### src/rtl/uart_pkg.sv
// Shared UART definitions: parity encoding, transmitter FSM states, baud divider.
package uart_pkg;

    typedef enum logic [1:0] {
        PAR_NONE = 2'd0,
        PAR_EVEN = 2'd1,
        PAR_ODD  = 2'd2
    } par_mode_e;

    typedef enum logic [2:0] {
        IDLE,
        START,
        DATA,
        PARITY,
        STOP
    } tx_state_e;

    function automatic int clks_per_bit(input int clk_freq, input int baud_rate);
        return clk_freq / baud_rate;
    endfunction

endpackage

### src/rtl/uart_tx_fifo_if.sv
// Producer-side valid/ready word handshake into the UART transmitter.
interface uart_tx_fifo_if #(
    parameter int DATA_BITS = 8
);
    logic [DATA_BITS-1:0] in_data;
    logic                 in_valid;
    logic                 in_ready;

    modport master (output in_data, output in_valid, input in_ready);
    modport slave  (input in_data, input in_valid, output in_ready);
endinterface

### src/rtl/uart_sync_fifo.sv
// Single-clock FIFO with registered read data; rd_data is valid the cycle after a pop.
module uart_sync_fifo #(
    parameter int WIDTH = 8,
    parameter int DEPTH = 16
) (
    input  logic                   clk,
    input  logic                   rst,
    input  logic                   push,
    input  logic [WIDTH-1:0]       wr_data,
    input  logic                   pop,
    output logic [WIDTH-1:0]       rd_data,
    output logic                   full,
    output logic                   empty,
    output logic [$clog2(DEPTH):0] count
);
    localparam int AW = $clog2(DEPTH);
    localparam int CW = AW + 1;

    logic [WIDTH-1:0] mem [DEPTH];
    logic [AW-1:0]    wr_ptr;
    logic [AW-1:0]    rd_ptr;
    logic             do_push;
    logic             do_pop;

    assign full    = (count == CW'(DEPTH));
    assign empty   = (count == '0);
    assign do_push = push && !full;
    assign do_pop  = pop && !empty;

    always_ff @(posedge clk or posedge rst) begin
        if (rst) begin
            wr_ptr <= '0;
            rd_ptr <= '0;
            count  <= '0;
        end else begin
            if (do_push) wr_ptr <= wr_ptr + AW'(1);
            if (do_pop)  rd_ptr <= rd_ptr + AW'(1);
            count <= count + CW'(do_push) - CW'(do_pop);
        end
    end

    always_ff @(posedge clk) begin
        if (do_push) mem[wr_ptr] <= wr_data;
        if (do_pop)  rd_data     <= mem[rd_ptr];
    end

endmodule

### src/rtl/uart_tx_fifo.sv
// FIFO-buffered UART transmitter; frames go out back-to-back while words are queued,
// with parity mode and stop-bit count captured at the start of each frame.
module uart_tx_fifo
    import uart_pkg::*;
#(
    parameter int CLK_FREQ   = 50000000,
    parameter int BAUD_RATE  = 9600,
    parameter int DATA_BITS  = 8,
    parameter int FIFO_DEPTH = 16
) (
    input  logic                        clk,
    input  logic                        rst,
    uart_tx_fifo_if.slave               bus,
    input  logic [1:0]                  parity_mode,
    input  logic                        two_stop,
    output logic                        tx,
    output logic                        tx_busy,
    output logic [$clog2(FIFO_DEPTH):0] fifo_count
);
    localparam int CPB   = clks_per_bit(CLK_FREQ, BAUD_RATE);
    localparam int CNT_W = (CPB > 1) ? $clog2(CPB) : 1;
    localparam int IDX_W = $clog2(DATA_BITS);
    localparam int CW    = $clog2(FIFO_DEPTH) + 1;

    tx_state_e            state, state_n;
    logic [CNT_W-1:0]     bit_cnt, bit_cnt_n;
    logic [IDX_W-1:0]     idx, idx_n;
    logic [DATA_BITS-1:0] shreg, shreg_n;
    logic                 data_xor, data_xor_n;
    logic [1:0]           par_l, par_l_n;
    logic                 two_l, two_l_n;
    logic                 pend, pend_n;
    logic                 tx_n;
    logic                 busy_n;
    logic                 ready_en;
    logic                 bit_end;
    logic                 push;
    logic                 pop;
    logic                 fifo_full;
    logic                 fifo_empty;
    logic [DATA_BITS-1:0] rd_data;
    logic [CW-1:0]        cnt_nxt;

    uart_sync_fifo #(
        .WIDTH(DATA_BITS),
        .DEPTH(FIFO_DEPTH)
    ) u_fifo (
        .clk    (clk),
        .rst    (rst),
        .push   (push),
        .wr_data(bus.in_data),
        .pop    (pop),
        .rd_data(rd_data),
        .full   (fifo_full),
        .empty  (fifo_empty),
        .count  (fifo_count)
    );

    // ready_en keeps in_ready low until the first edge after reset is released
    assign bus.in_ready = ready_en && !fifo_full;
    assign push         = bus.in_valid && bus.in_ready;
    assign bit_end      = (bit_cnt == CNT_W'(CPB - 1));
    assign cnt_nxt      = fifo_count + CW'(push) - CW'(pop);
    assign busy_n       = (state_n != IDLE) || pend_n || (cnt_nxt != '0);

    always_ff @(posedge clk or posedge rst) begin
        if (rst) begin
            state    <= IDLE;
            bit_cnt  <= '0;
            idx      <= '0;
            par_l    <= '0;
            two_l    <= 1'b0;
            pend     <= 1'b0;
            tx       <= 1'b1;
            tx_busy  <= 1'b0;
            ready_en <= 1'b0;
        end else begin
            state    <= state_n;
            bit_cnt  <= bit_cnt_n;
            idx      <= idx_n;
            par_l    <= par_l_n;
            two_l    <= two_l_n;
            pend     <= pend_n;
            tx       <= tx_n;
            tx_busy  <= busy_n;
            ready_en <= 1'b1;
        end
    end

    always_ff @(posedge clk) begin
        shreg    <= shreg_n;
        data_xor <= data_xor_n;
    end

    // pend marks a popped word whose registered FIFO read data lands next cycle
    always_comb begin
        state_n    = state;
        bit_cnt_n  = '0;
        idx_n      = idx;
        shreg_n    = shreg;
        data_xor_n = data_xor;
        par_l_n    = par_l;
        two_l_n    = two_l;
        pend_n     = pend;
        tx_n       = tx;
        pop        = 1'b0;

        if (state != IDLE) begin
            bit_cnt_n = bit_end ? '0 : bit_cnt + CNT_W'(1);
        end
        if (pend && state != IDLE) begin
            shreg_n    = rd_data;
            data_xor_n = ^rd_data;
            pend_n     = 1'b0;
        end

        unique case (state)
            IDLE: begin
                tx_n = 1'b1;
                if (pend) begin
                    shreg_n    = rd_data;
                    data_xor_n = ^rd_data;
                    pend_n     = 1'b0;
                    par_l_n    = parity_mode;
                    two_l_n    = two_stop;
                    tx_n       = 1'b0;
                    state_n    = START;
                end else if (!fifo_empty) begin
                    pop    = 1'b1;
                    pend_n = 1'b1;
                end
            end
            START: begin
                if (bit_end) begin
                    state_n = DATA;
                    idx_n   = '0;
                    tx_n    = shreg[0];
                    shreg_n = shreg >> 1;
                end
            end
            DATA: begin
                if (bit_end) begin
                    if (idx == IDX_W'(DATA_BITS - 1)) begin
                        idx_n = '0;
                        if (par_l == PAR_EVEN || par_l == PAR_ODD) begin
                            state_n = PARITY;
                            tx_n    = data_xor ^ (par_l == PAR_ODD);
                        end else begin
                            state_n = STOP;
                            tx_n    = 1'b1;
                        end
                    end else begin
                        idx_n   = idx + IDX_W'(1);
                        tx_n    = shreg[0];
                        shreg_n = shreg >> 1;
                    end
                end
            end
            PARITY: begin
                if (bit_end) begin
                    state_n = STOP;
                    idx_n   = '0;
                    tx_n    = 1'b1;
                end
            end
            STOP: begin
                if (bit_end) begin
                    if (two_l && idx == '0) begin
                        idx_n = IDX_W'(1);
                    end else begin
                        idx_n = '0;
                        // chain straight into the next start bit when more data is queued
                        if (!fifo_empty) begin
                            pop     = 1'b1;
                            pend_n  = 1'b1;
                            par_l_n = parity_mode;
                            two_l_n = two_stop;
                            tx_n    = 1'b0;
                            state_n = START;
                        end else begin
                            state_n = IDLE;
                            tx_n    = 1'b1;
                        end
                    end
                end
            end
            default: begin
                state_n = IDLE;
                tx_n    = 1'b1;
            end
        endcase
    end

endmodule

### src/flat_wrapper.sv
// flat-port wrapper written by rule: the top's interface ports become plain ports
module uart_tx_fifo_flat import uart_pkg::*;
#(
    parameter int CLK_FREQ   = 50000000,
    parameter int BAUD_RATE  = 9600,
    parameter int DATA_BITS  = 8,
    parameter int FIFO_DEPTH = 16
)
  (clk, rst, parity_mode, two_stop, tx, tx_busy, fifo_count, bus_in_data, bus_in_valid, bus_in_ready);
  uart_tx_fifo_if #(.DATA_BITS(DATA_BITS)) bus_i ();
  input  logic clk;
  input  logic rst;
  input  logic [1:0] parity_mode;
  input  logic two_stop;
  output logic tx;
  output logic tx_busy;
  output logic [$clog2(FIFO_DEPTH):0] fifo_count;
  input wire logic [$bits(bus_i.in_data)-1:0] bus_in_data;
  input wire logic [$bits(bus_i.in_valid)-1:0] bus_in_valid;
  output wire logic [$bits(bus_i.in_ready)-1:0] bus_in_ready;
  assign bus_i.in_data = bus_in_data;
  assign bus_i.in_valid = bus_in_valid;
  assign bus_in_ready = bus_i.in_ready;
  uart_tx_fifo #(.CLK_FREQ(CLK_FREQ), .BAUD_RATE(BAUD_RATE), .DATA_BITS(DATA_BITS), .FIFO_DEPTH(FIFO_DEPTH)) u_core (.clk(clk), .rst(rst), .bus(bus_i), .parity_mode(parity_mode), .two_stop(two_stop), .tx(tx), .tx_busy(tx_busy), .fifo_count(fifo_count));
endmodule
### config.mk
export PLATFORM = sky130hd
export DESIGN_NAME = uart_tx_fifo_flat
export DESIGN_NICKNAME = d
export VERILOG_FILES = /design/src/rtl/uart_pkg.sv /design/src/rtl/uart_tx_fifo_if.sv /design/src/rtl/uart_sync_fifo.sv /design/src/rtl/uart_tx_fifo.sv /design/src/flat_wrapper.sv
export SDC_FILE = /design/constraint.sdc
export NUM_CORES = 1
export LEC_CHECK = 0
export CAP_MARGIN = 20
export CORE_ASPECT_RATIO = 2
export CORE_UTILIZATION = 45
export DETAILED_ROUTE_END_ITERATION = 8
export GPL_TIMING_DRIVEN = 0
export PLACE_DENSITY_LB_ADDON = 0.25
export SLEW_MARGIN = 25
export SYNTH_ARGS = -nofsm -noshare
export SYNTH_HDL_FRONTEND = slang
export SYNTH_SLANG_ARGS = --single-unit
export TNS_END_PERCENT = 50
### constraint.sdc
create_clock -name clk -period 6 [get_ports clk]
set_input_delay 0.9 -clock clk [delete_from_list [all_inputs] [get_ports clk]]
set_output_delay 0.9 -clock clk [all_outputs]
set_load 0.01 [all_outputs]
==> run metrics, run 1 <==
Synth Instances around 540; synth unique cells 52; DIE AREA around 0.018 mm^2; PwrDens between 300 and 400 mW/mm^2; core area ~0.017 mm^2; initial antenna violation count 0; Post-synth top flop edfxtp_1; RSZ-0062 raised after global routing false; count leader, synth edfxtp_1; clock root cell clkbuf_16; CTS Sinks between 150 and 200; CP cell instances or4b_4, or3_4, buf_6, o31ai_1, ha_1, inv_1, ha_1, inv_1, fa_1, nand2b_1, a21oi_1, o21ai_0, a211oi_1, nand4bb_1; peak supply drop approximately 0.19 mV; # port buffers 21; Routed WL roughly 17 mm; top-area cell type share of the netlist area 0.516; power share of the sequential group 0.511; vias in the first global route between 4k and 5k; design area about 0.009 mm^2; startpoint types flip-flop; post_cts resized 0; clock latency on the worst-skew pair between 0.4 and 0.5 ns; share of cells above drive strength 1 0.107; setup TNS 0 ns; final setup violation count 0; DR vias about 4.4k; CTS tree done; dpl hpwl roughly 12 mm; cts bufs inserted 17; Post-CTS Setup Bufs 0; Tmin final roughly 3.8 ns; Comb pwr share 0.140; initial core utilization 0.458; drt pass-1 iters 6; Post-DP Area 0.00843 mm^2; Async SR Flop Fraction 0.212; max-slew violations 0; P_int between 0.002 and 0.0025 W; drt via density 5.52; Hold Buf Count CTS 0; Total Power between 0.002 and 0.003 W; first-pass GRT wire length around 25 mm; Net Sw Frac 0.251; antenna fix cells 0; syn_nets 572; Setup CP Type flip-flop to flip-flop; Synth Cell Area between 0.007 and 0.008 mm^2; crit end category flip-flop; Site Rows slightly below 70; P_leak ~3.4 nW; switching power approximately 0.00073 W; Clock Power Share 0.349; die height 190 um; global route total overflow 0; register area share after synthesis 0.662; Tightest Pin Transition roughly 0.96 ns; Area Overhead vs Synth 13.2%; Max-cap violations 0; pin count of the biggest net entering global routing 25; post-placement setup slack approximately 2 ns; Ys Warns 0; Max Buffers Root-to-Sink 2; Worst EP required 6.30 ns; nets around 610; status finished clean; CP max-delay cell or4b_4; Final Wtd Congestion 0.850; relative slew slack 0.360; Yosys top cell by area edfxtp_1; # IOs 22; Fillers 1411; Iter 0 DRT Violations 210; final hold viol count 0; Critical Path Fanout Max 10; FMAX roughly 260 MHz; largest cells by area after synthesis edfxtp_1, dfrtp_1, mux2i_1, mux4_2, ha_1; width of the chip 95.8 um; hold crit path type flip-flop to flip-flop; worst setup margin between 2 and 2.5 ns; Detail Route Antenna Nets 0; WL/cell 20.8 um; synth cell count leaders edfxtp_1, mux2i_1, dfrtp_1, nor2_1, nand2_1; H-tree depth 4; synthesized flop and latch total ~180; clock skew slightly below 0.009 ns; crit path DAT between 4 and 5 ns; global-route usage over all layers 0.198; Worst path max stage delay between 0.5 and 0.6 ns; crit share post-route 0.641; Mean Syn Cell Area about 15 um^2; DRC viols 0; Post-synth EDFFs roughly 140; clk slew on worst S/H paths approximately 0.060 ns
[logic make-up (layout without fill, tap and decap cells)]
logic type      Yosys count  count (layout)  share of synthesized area
flops                   184             184                      0.662
simple gates            118             118                     0.0743
compound gates           73              73                     0.0659
mux                      60              60                      0.102
buf+inv                  49             102                     0.0261
xor+xnor                 31              31                     0.0343
fa+ha+maj                21              21                     0.0351
other cells               1               1                   0.000474
[state kept, by name, indices dropped and copies added, names as in the netlist]
| register | cells |
|---|---|
| u_core.u_fifo.mem | 128 |
| u_core.bit_cnt | 13 |
| u_core.shreg | 8 |
| u_core.u_fifo.rd_data | 8 |
| u_core.u_fifo.count | 5 |
| u_core.u_fifo.rd_ptr | 4 |
| u_core.u_fifo.wr_ptr | 4 |
| u_core.idx | 3 |
| u_core.state | 3 |
| u_core.par_l | 2 |
| u_core.data_xor | 1 |
| u_core.pend | 1 |
| u_core.ready_en | 1 |
| u_core.two_l | 1 |
| u_core.tx | 1 |
| u_core.tx_busy | 1 |
[critical path: cells and delay by family, from the launching register on]
family,cells,cell delay [ns]
AOI/OAI and AO/OA,4,0.86
adders and majority gates,3,0.85
buffers and inverters,3,0.28
DFF,1,0.41
and+or+nand+nor,4,1.32
[routing by layer]
| layer | wire length, um | GRT usage | up-vias | part of all wire |
|---|---|---|---|---|
| li1 | - | - | 2097 | - |
| met1 | 5500 | 0.173 | 2201 | 0.33 |
| met2 | 10300 | 0.403 | 94 | 0.62 |
| met3 | 376 | 0.0352 | 25 | 0.023 |
| met4 | 470 | 0.0941 | 0 | 0.028 |
| met5 | 0 | 0 | - | 0 |
[area by class of cell]
cell class	instances	area, um^2	share of cell area
inverter	24	90.1	0.0100
tap	210	263	0.0293
timing repair buffer	22	230	0.0257
clock buffer	19	433	0.0483
buffer	25	116	0.0130
multi-input combinational	304	2490	0.278
clock inverter	12	103	0.0114
sequential	184	5240	0.585
[through the flow]
| stage | hold slack [ns] | cells | utilization |
|---|---|---|---|
| after CTS | 0.501 | 800 | 0.519 |
| after global placement | 0.474 | 768 | 0.486 |
| final | 0.499 | 800 | 0.519 |
| after global routing | 0.514 | 800 | 0.519 |
| after floorplan | 0.461 | 537 | - |
| after detailed placement | 0.491 | 769 | 0.488 |
[placed cells by master, fill, tap and decap left out, drive strengths merged, types with 17 or more instances in the layout]
cell	instances
xnor2	19
clkbuf	36
dfrtp	38
clkdlybuf4s50	21
nor2	37
inv	26
edfxtp	136
a221oi	17
nand2	28
ha	19
mux2i	39
[path summary, 6_finish.rpt]
path                              startpoint                      to  slack, ns  cells after the start
max in group asynchronous                rst  u_core.u_fifo.count[1]       4.77                      3
hold reg to reg              u_core.shreg[3]         u_core.shreg[2]       0.50                      2
min in group asynchronous                rst            u_core.two_l       0.77                      2
setup / recovery           u_core.bit_cnt[9]          u_core.tx_busy       2.15                     14
setup reg to reg           u_core.bit_cnt[9]          u_core.tx_busy       2.15                     14
hold / removal               u_core.shreg[3]         u_core.shreg[2]       0.50                      2
[power groups by stage]
stage	clock network [W]	registers [W]	logic [W]
2_1_floorplan	0	0.00152	0.000262
3_3_place_gp	0	0.00152	0.000397
3_5_place_dp	0	0.00152	0.000417
4_1_cts	0.00104	0.00150	0.000419
5_1_grt	0.00108	0.00150	0.000460
6_report	0.00102	0.00149	0.000409
Power figures use the tool's default switching activity.
==> run 2, diff against run 1 <==
==> constraint.sdc (replaced) <==
create_clock -name clk -period 3.3 [get_ports clk]
set_input_delay 0.495 -clock clk [delete_from_list [all_inputs] [get_ports clk]]
set_output_delay 0.495 -clock clk [all_outputs]
set_load 0.01 [all_outputs]
==> run 2 against run 1 <==
Against the previous run: the run now ends with negative setup slack left; cell count up 1.1%; combinational power is 95% higher; largest power group unchanged; worst hold slack lost 0.18 ns; via count increased by 2.2%; critical path type unchanged; design area is 1.4% higher; sequential power increased by 83%; utilization increased by 0.74 points.
==> run metrics, run 2 (synthesized netlist as in run 1, its figures left out) <==
Detail Route Antenna Nets 0 (unchanged); nets 623 (+1.6%); Max Buffers Root-to-Sink 2 (unchanged); clk slew on worst S/H paths 0.07 ns (about the same); P_leak 3.43 nW (+1.8%); CTS Sinks 184 (unchanged); Worst EP required 3.60 ns (-2.70 ns); drt pass-1 iters 4 (-2); share of cells above drive strength 1 0.140 (+0.0335); PwrDens 590 mW/mm^2 (+81%); family with the most delay on the worst path adder cells; H-tree depth 4 (unchanged); clock skew 0.0130 ns (+0.00432 ns); clock latency on the worst-skew pair 0.42 ns (about the same); die height 190 um (unchanged); Reg2Reg Setup Slack -0.006 ns (-2.16 ns); highest-count cells in the layout ignoring fill and taps edfxtp_1, mux2i_1, dfrtp_1, nor2_1, nand2_1; Site Rows 68 (unchanged); CP cell instances ha_2, nand4bb_1, or3_4, buf_6, o31ai_4, ha_1, inv_1, ha_2, inv_2, fa_2, nand2b_4, a21oi_4, o21ai_1, a211oi_1, nand4bb_1; Critical Path Fanout Max 5 (-5); DRC viols 0 (unchanged); Max-cap violations 0 (unchanged); CP Buf/Inv Count 3 (unchanged); biggest regs u_core.u_fifo.mem (128), u_core.bit_cnt (13); crit path DAT 3.60 ns (-0.54 ns); Hold Buf Count CTS 0 (unchanged); count of non-filler cells in the finished layout 809 (+1.1%); max reg flops 128 (unchanged); pin count of the biggest net entering global routing 31 (+24%); crit end category flip-flop; crit share post-route 1.00 (+0.361); Tmin final 3.31 ns (-0.539 ns); placed cells 769 (unchanged); vias in the first global route 4832 (+3.1%); setup TNS -0.00633 ns (-0.00633 ns); first-pass GRT wire length 25.9 mm (+2.7%); FMAX 302 MHz (+16%); DIE AREA 0.0182 mm^2 (unchanged); Tightest Pin Transition 0.997 ns (+0.0374 ns); CP max-delay cell or3_4; drt via density 5.58 (+1.1%); final hold viol count 0 (unchanged); initial core utilization 0.458 (unchanged); Setup CP Type flip-flop to flip-flop; final setup violation count 1 (+1); Iter 0 DRT Violations 224 (+6.7%); failing checks negative setup slack; width of the chip 95.8 um (unchanged); global-route usage over all layers 0.202 (+0.00440); Worst path max stage delay 0.43 ns (-0.15 ns); WL/cell 20.8 um (about the same); peak supply drop 0.342 mV (+80%); worst setup margin -0.00633 ns (-2.16 ns); CTS tree done; global route total overflow 0 (unchanged); dpl hpwl 12.3 mm (+0.21%); commonest non-fill, non-tap cell in the layout edfxtp_1; Reg with most FFs u_core.u_fifo.mem; status complete, but fails checks; cts bufs inserted 17 (unchanged); Area Overhead vs Synth 14.9%; startpoint types flip-flop; relative slew slack 0.335 (-0.0249); clock root cell clkbuf_16; # IOs 22 (unchanged); max-slew violations 0 (unchanged); core area 0.0173 mm^2 (unchanged); initial antenna violation count 0 (unchanged); # port buffers 21 (unchanged); antenna fix cells 0 (unchanged); DR vias 4514 (+2.2%); Final Wtd Congestion 0.931 (+9.5%); RSZ-0062 raised after global routing true; Routed WL 16.8 mm (+1.1%); hold crit path type input port to asynchronous set/reset pin
run 2: cell types whose count changed in the layout (fill, tap and decap cells not counted), moves of 2 or more:
cell	delta
buf_4	+11
clkbuf_1	-3
fa_1	-2
fa_2	+2
ha_1	-2
ha_2	+2
run 2: path summary, 6_finish.rpt:
kind	end	cells past startpoint	start
max reg2reg	u_core.tx_busy	15	u_core.bit_cnt[0]
max in group asynchronous	u_core.bit_cnt[9]	3	rst
min	u_core.pend	2	rst
max	u_core.tx_busy	15	u_core.bit_cnt[0]
min reg2reg	u_core.shreg[6]	2	u_core.shreg[7]
min in group clk	u_core.shreg[6]	2	u_core.shreg[7]
run 2: worst register-to-register path: stages, from the launching register on:
cell       delay [ns]
dfrtp_1          0.41
ha_2             0.24
nand4bb_1        0.21
or3_4            0.43
buf_6            0.13
o31ai_4          0.18
ha_1             0.26
inv_1            0.06
ha_2             0.17
inv_2            0.04
fa_2             0.34
nand2b_4         0.16
a21oi_4          0.12
o21ai_1          0.06
a211oi_1         0.25
nand4bb_1        0.12
run 2: timing repair:
| item | 4_1_cts | 5_1_grt |
|---|---|---|
| endpoints found under the setup margin | 5 | 2 |
| pin swaps | 10 | 6 |
| endpoints found under the hold margin | 0 | 0 |
| resized for setup | 7 | 4 |
| setup buffers | 8 | 3 |
| cloned | 0 | 0 |
run 2: cell type report:
cell class	instances	area, um^2
Fill cell	1425	8180
Sequential cell	184	5240
Multi-Input combinational cell	304	2540
Clock buffer	17	425
Timing Repair Buffer	33	313
Tap cell	210	263
Buffer	24	113
Clock inverter	13	108
Inverter	24	90.1
run 2: metrics by stage:
step	util	cell area, um^2	hold WS [ns]	setup slack [ns]	power, W
finish	0.527	9090	0.323	-0.00633	0.00536
global route	0.527	9090	0.332	-0.168	0.00558
floorplan	-	7930	0.461	-0.0179	0.00324
CTS	0.524	9060	0.319	-0.0443	0.00539
detailed placement	0.489	8440	0.485	-0.376	0.00352
global placement	0.486	8400	0.473	-0.333	0.00348
run 2: routing by layer:
| layer | wire length, um | global-route usage | vias up |
|---|---|---|---|
| met5 | 0 | 0 | - |
| met4 | 520 | 0.107 | 0 |
| met3 | 283 | 0.0336 | 28 |
| met2 | 10400 | 0.398 | 93 |
| met1 | 5650 | 0.187 | 2286 |
| li1 | - | - | 2107 |
run 2: power by group:
group / switching, W / total, W / internal [W] / leakage [nW]
combinational: 0.000453 / 0.000796 / 0.000343 / 1.41
sequential: 0.0000830 / 0.00272 / 0.00264 / 1.77
clock: 0.000824 / 0.00185 / 0.00102 / 0.252
==> run 3, diff against run 2 <==
--- a/config.mk
+++ b/config.mk
@@ -9,7 +9,7 @@
 export CORE_ASPECT_RATIO = 2
 export CORE_UTILIZATION = 45
 export DETAILED_ROUTE_END_ITERATION = 8
-export GPL_TIMING_DRIVEN = 0
+export GPL_TIMING_DRIVEN = 1
 export PLACE_DENSITY_LB_ADDON = 0.25
 export SLEW_MARGIN = 25
 export SYNTH_ARGS = -nofsm -noshare
==> run 3 against run 2 <==
Against the previous run: non-clock buffer count rose by 7; register-to-register slack better by 0.08 ns; routed wire length decreased by 6.1%; worst hold slack improved by 0.13 ns; sequential power is essentially flat; largest cell class unchanged; maximum frequency rose by 2.5%; sequential share of layout area shrank 0.74 points; the flow now finishes without violations; clock skew down 0.0038 ns; global-route usage is 1.2 points lower.
==> run metrics, run 3 (synthesized netlist as in run 1, its figures left out) <==
DIE AREA 0.0182 mm^2 (unchanged); most used routing layer met2; DR vias 4565 (+1.1%); CTS Sinks 184 (unchanged); Site Rows 68 (unchanged); share of cells above drive strength 1 0.184 (+0.0440); FMAX 310 MHz (+2.5%); dpl hpwl 11.4 mm (-7.2%); crit end category flip-flop; Reg with most FFs u_core.u_fifo.mem; met2 usage 0.362 (-0.0357); post-placement setup slack -0.0106 ns (+0.366 ns); width of the chip 95.8 um (unchanged); final setup violation count 0 (-1); PwrDens 594 mW/mm^2 (+0.77%); Net Sw Frac 0.267 (+0.0138); setup TNS 0 ns (+0.00633 ns); Util after Layout 0.533 (+0.00695); Area Overhead vs Synth 16.4%; Iter 0 DRT Violations 229 (+2.2%); status finished clean; commonest non-fill, non-tap cell in the layout edfxtp_1; core area 0.0173 mm^2 (unchanged); antenna fix cells 0 (unchanged); met1 GRT Util 0.180 (-0.00671); relative slew slack 0.441 (+0.106); P_int 0.00401 W (+0.22%); Critical Path Fanout Max 2 (-3); cts bufs inserted 17 (unchanged); Comb pwr share 0.154 (+0.006); P_leak 3.57 nW (+3.9%); drt pass-1 iters 6 (+2); highest-count cells in the layout ignoring fill and taps edfxtp_1, buf_4, mux2i_1, nor2_1, dfrtp_1; Clock Power Share 0.351 (+0.006); Max Buffers Root-to-Sink 2 (unchanged); clk slew on worst S/H paths 0.07 ns (about the same); clock skew 0.00921 ns (-0.00377 ns); drt via density 5.58 (about the same); pin count of the biggest net entering global routing 31 (unchanged); hold crit path type input port to asynchronous set/reset pin; nets 630 (+1.1%); worst setup margin 0.0733 ns (+0.0796 ns); RSZ-0062 raised after global routing true; # IOs 22 (unchanged); Setup CP Type flip-flop to flip-flop; clock latency on the worst-skew pair 0.43 ns (about the same); max reg flops 128 (unchanged); Max-cap violations 0 (unchanged); Routed WL 15.8 mm (-6.1%); GR Util met3 0.0384 (+0.00480); first-pass GRT wire length 25.0 mm (-3.5%); Total Power 0.00547 W (+2.1%); max-slew violations 0 (unchanged); Tmin final 3.23 ns (-0.0796 ns); clock root cell clkbuf_16; global-route usage over all layers 0.190 (-0.0122); H-tree depth 4 (unchanged); Post-DP Area 0.00861 mm^2 (+2.0%); switching power 0.00146 W (+7.7%); CTS tree done; initial core utilization 0.458 (unchanged); Detail Route Antenna Nets 0 (unchanged); # port buffers 21 (unchanged); initial antenna violation count 0 (unchanged); final hold viol count 0 (unchanged); Final Wtd Congestion 0.898 (-3.6%); vias in the first global route 4898 (+1.4%); peak supply drop 0.357 mV (+4.5%); Tightest Pin Transition 0.836 ns (-0.162 ns); crit path DAT 3.53 ns (-0.07 ns); power share of the sequential group 0.496 (-0.011); global route total overflow 0 (unchanged); DRC viols 0 (unchanged); design area 0.00921 mm^2 (+1.3%); Worst EP required 3.60 ns (about the same); crit share post-route 0.978 (-0.0241); die height 190 um (unchanged); biggest regs u_core.u_fifo.mem (128), u_core.bit_cnt (13); WL/cell 19.3 um (-7.1%); startpoint types flip-flop
-- run 3: metrics by stage --
step                cells  hold WS (ns)
detailed placement    784         0.475
floorplan             537         0.461
global placement      784         0.476
finish                818         0.455
global route          818         0.501
CTS                   817         0.459
-- run 3: worst max-delay path, cell delays in order (launching register included) --
cell and delay, ns:
dfrtp_1 0.38, or4b_4 0.53, or3_4 0.41, o31ai_4 0.18
ha_1 0.26, inv_1 0.06, ha_2 0.17, inv_2 0.04
fa_2 0.34, nand2b_4 0.15, a21oi_2 0.17, o21ai_2 0.07
a211oi_2 0.22, nand4bb_1 0.13
-- run 3: power groups by stage --
stage	clock network [W]	registers [W]	logic, W
floorplan	0	0.00276	0.000478
global placement	0	0.00275	0.000778
CTS	0.00196	0.00271	0.000797
finish	0.00192	0.00271	0.000843
global route	0.00204	0.00273	0.000941
detailed placement	0	0.00276	0.000791
-- run 3: timing repair --
item / CTS / global route
gates cloned: 0 / 0
setup endpoints to repair: 1 / 2
setup buffers: 1 / 1
hold buffers: 0 / 0
pin swaps: 2 / 7
gates resized for setup: 2 / 7
-- run 3: path summary, 6_finish.rpt --
path / startpoint / endpoint / slack, ns / depth (start not counted)
max: u_core.bit_cnt[9] / u_core.tx_busy / 0.07 / 13
min: rst / u_core.par_l[0] / 0.45 / 2
max reg2reg: u_core.bit_cnt[9] / u_core.tx_busy / 0.07 / 13
min reg2reg: u_core.data_xor / u_core.data_xor / 0.49 / 2
max in group asynchronous: rst / u_core.tx / 2.05 / 3
min in group clk: u_core.data_xor / u_core.data_xor / 0.49 / 2
-- run 3: cell type report --
cell class	count	area [um^2]
sequential	184	5240
clock buffer	17	425
clock inverter	15	133
timing repair buffer	64	546
tap	210	263
multi-input combinational	304	2510
fill	1424	8060
inverter	24	90.1
-- run 3: metal layers --
metal / share of wire / wire [um] / vias to the layer above
met2: 0.59 / 9360 / 84
met1: 0.33 / 5280 / 2303
met4: 0.050 / 786 / 0
met3: 0.024 / 373 / 44
li1: - / - / 2134
met5: 0 / 0 / -
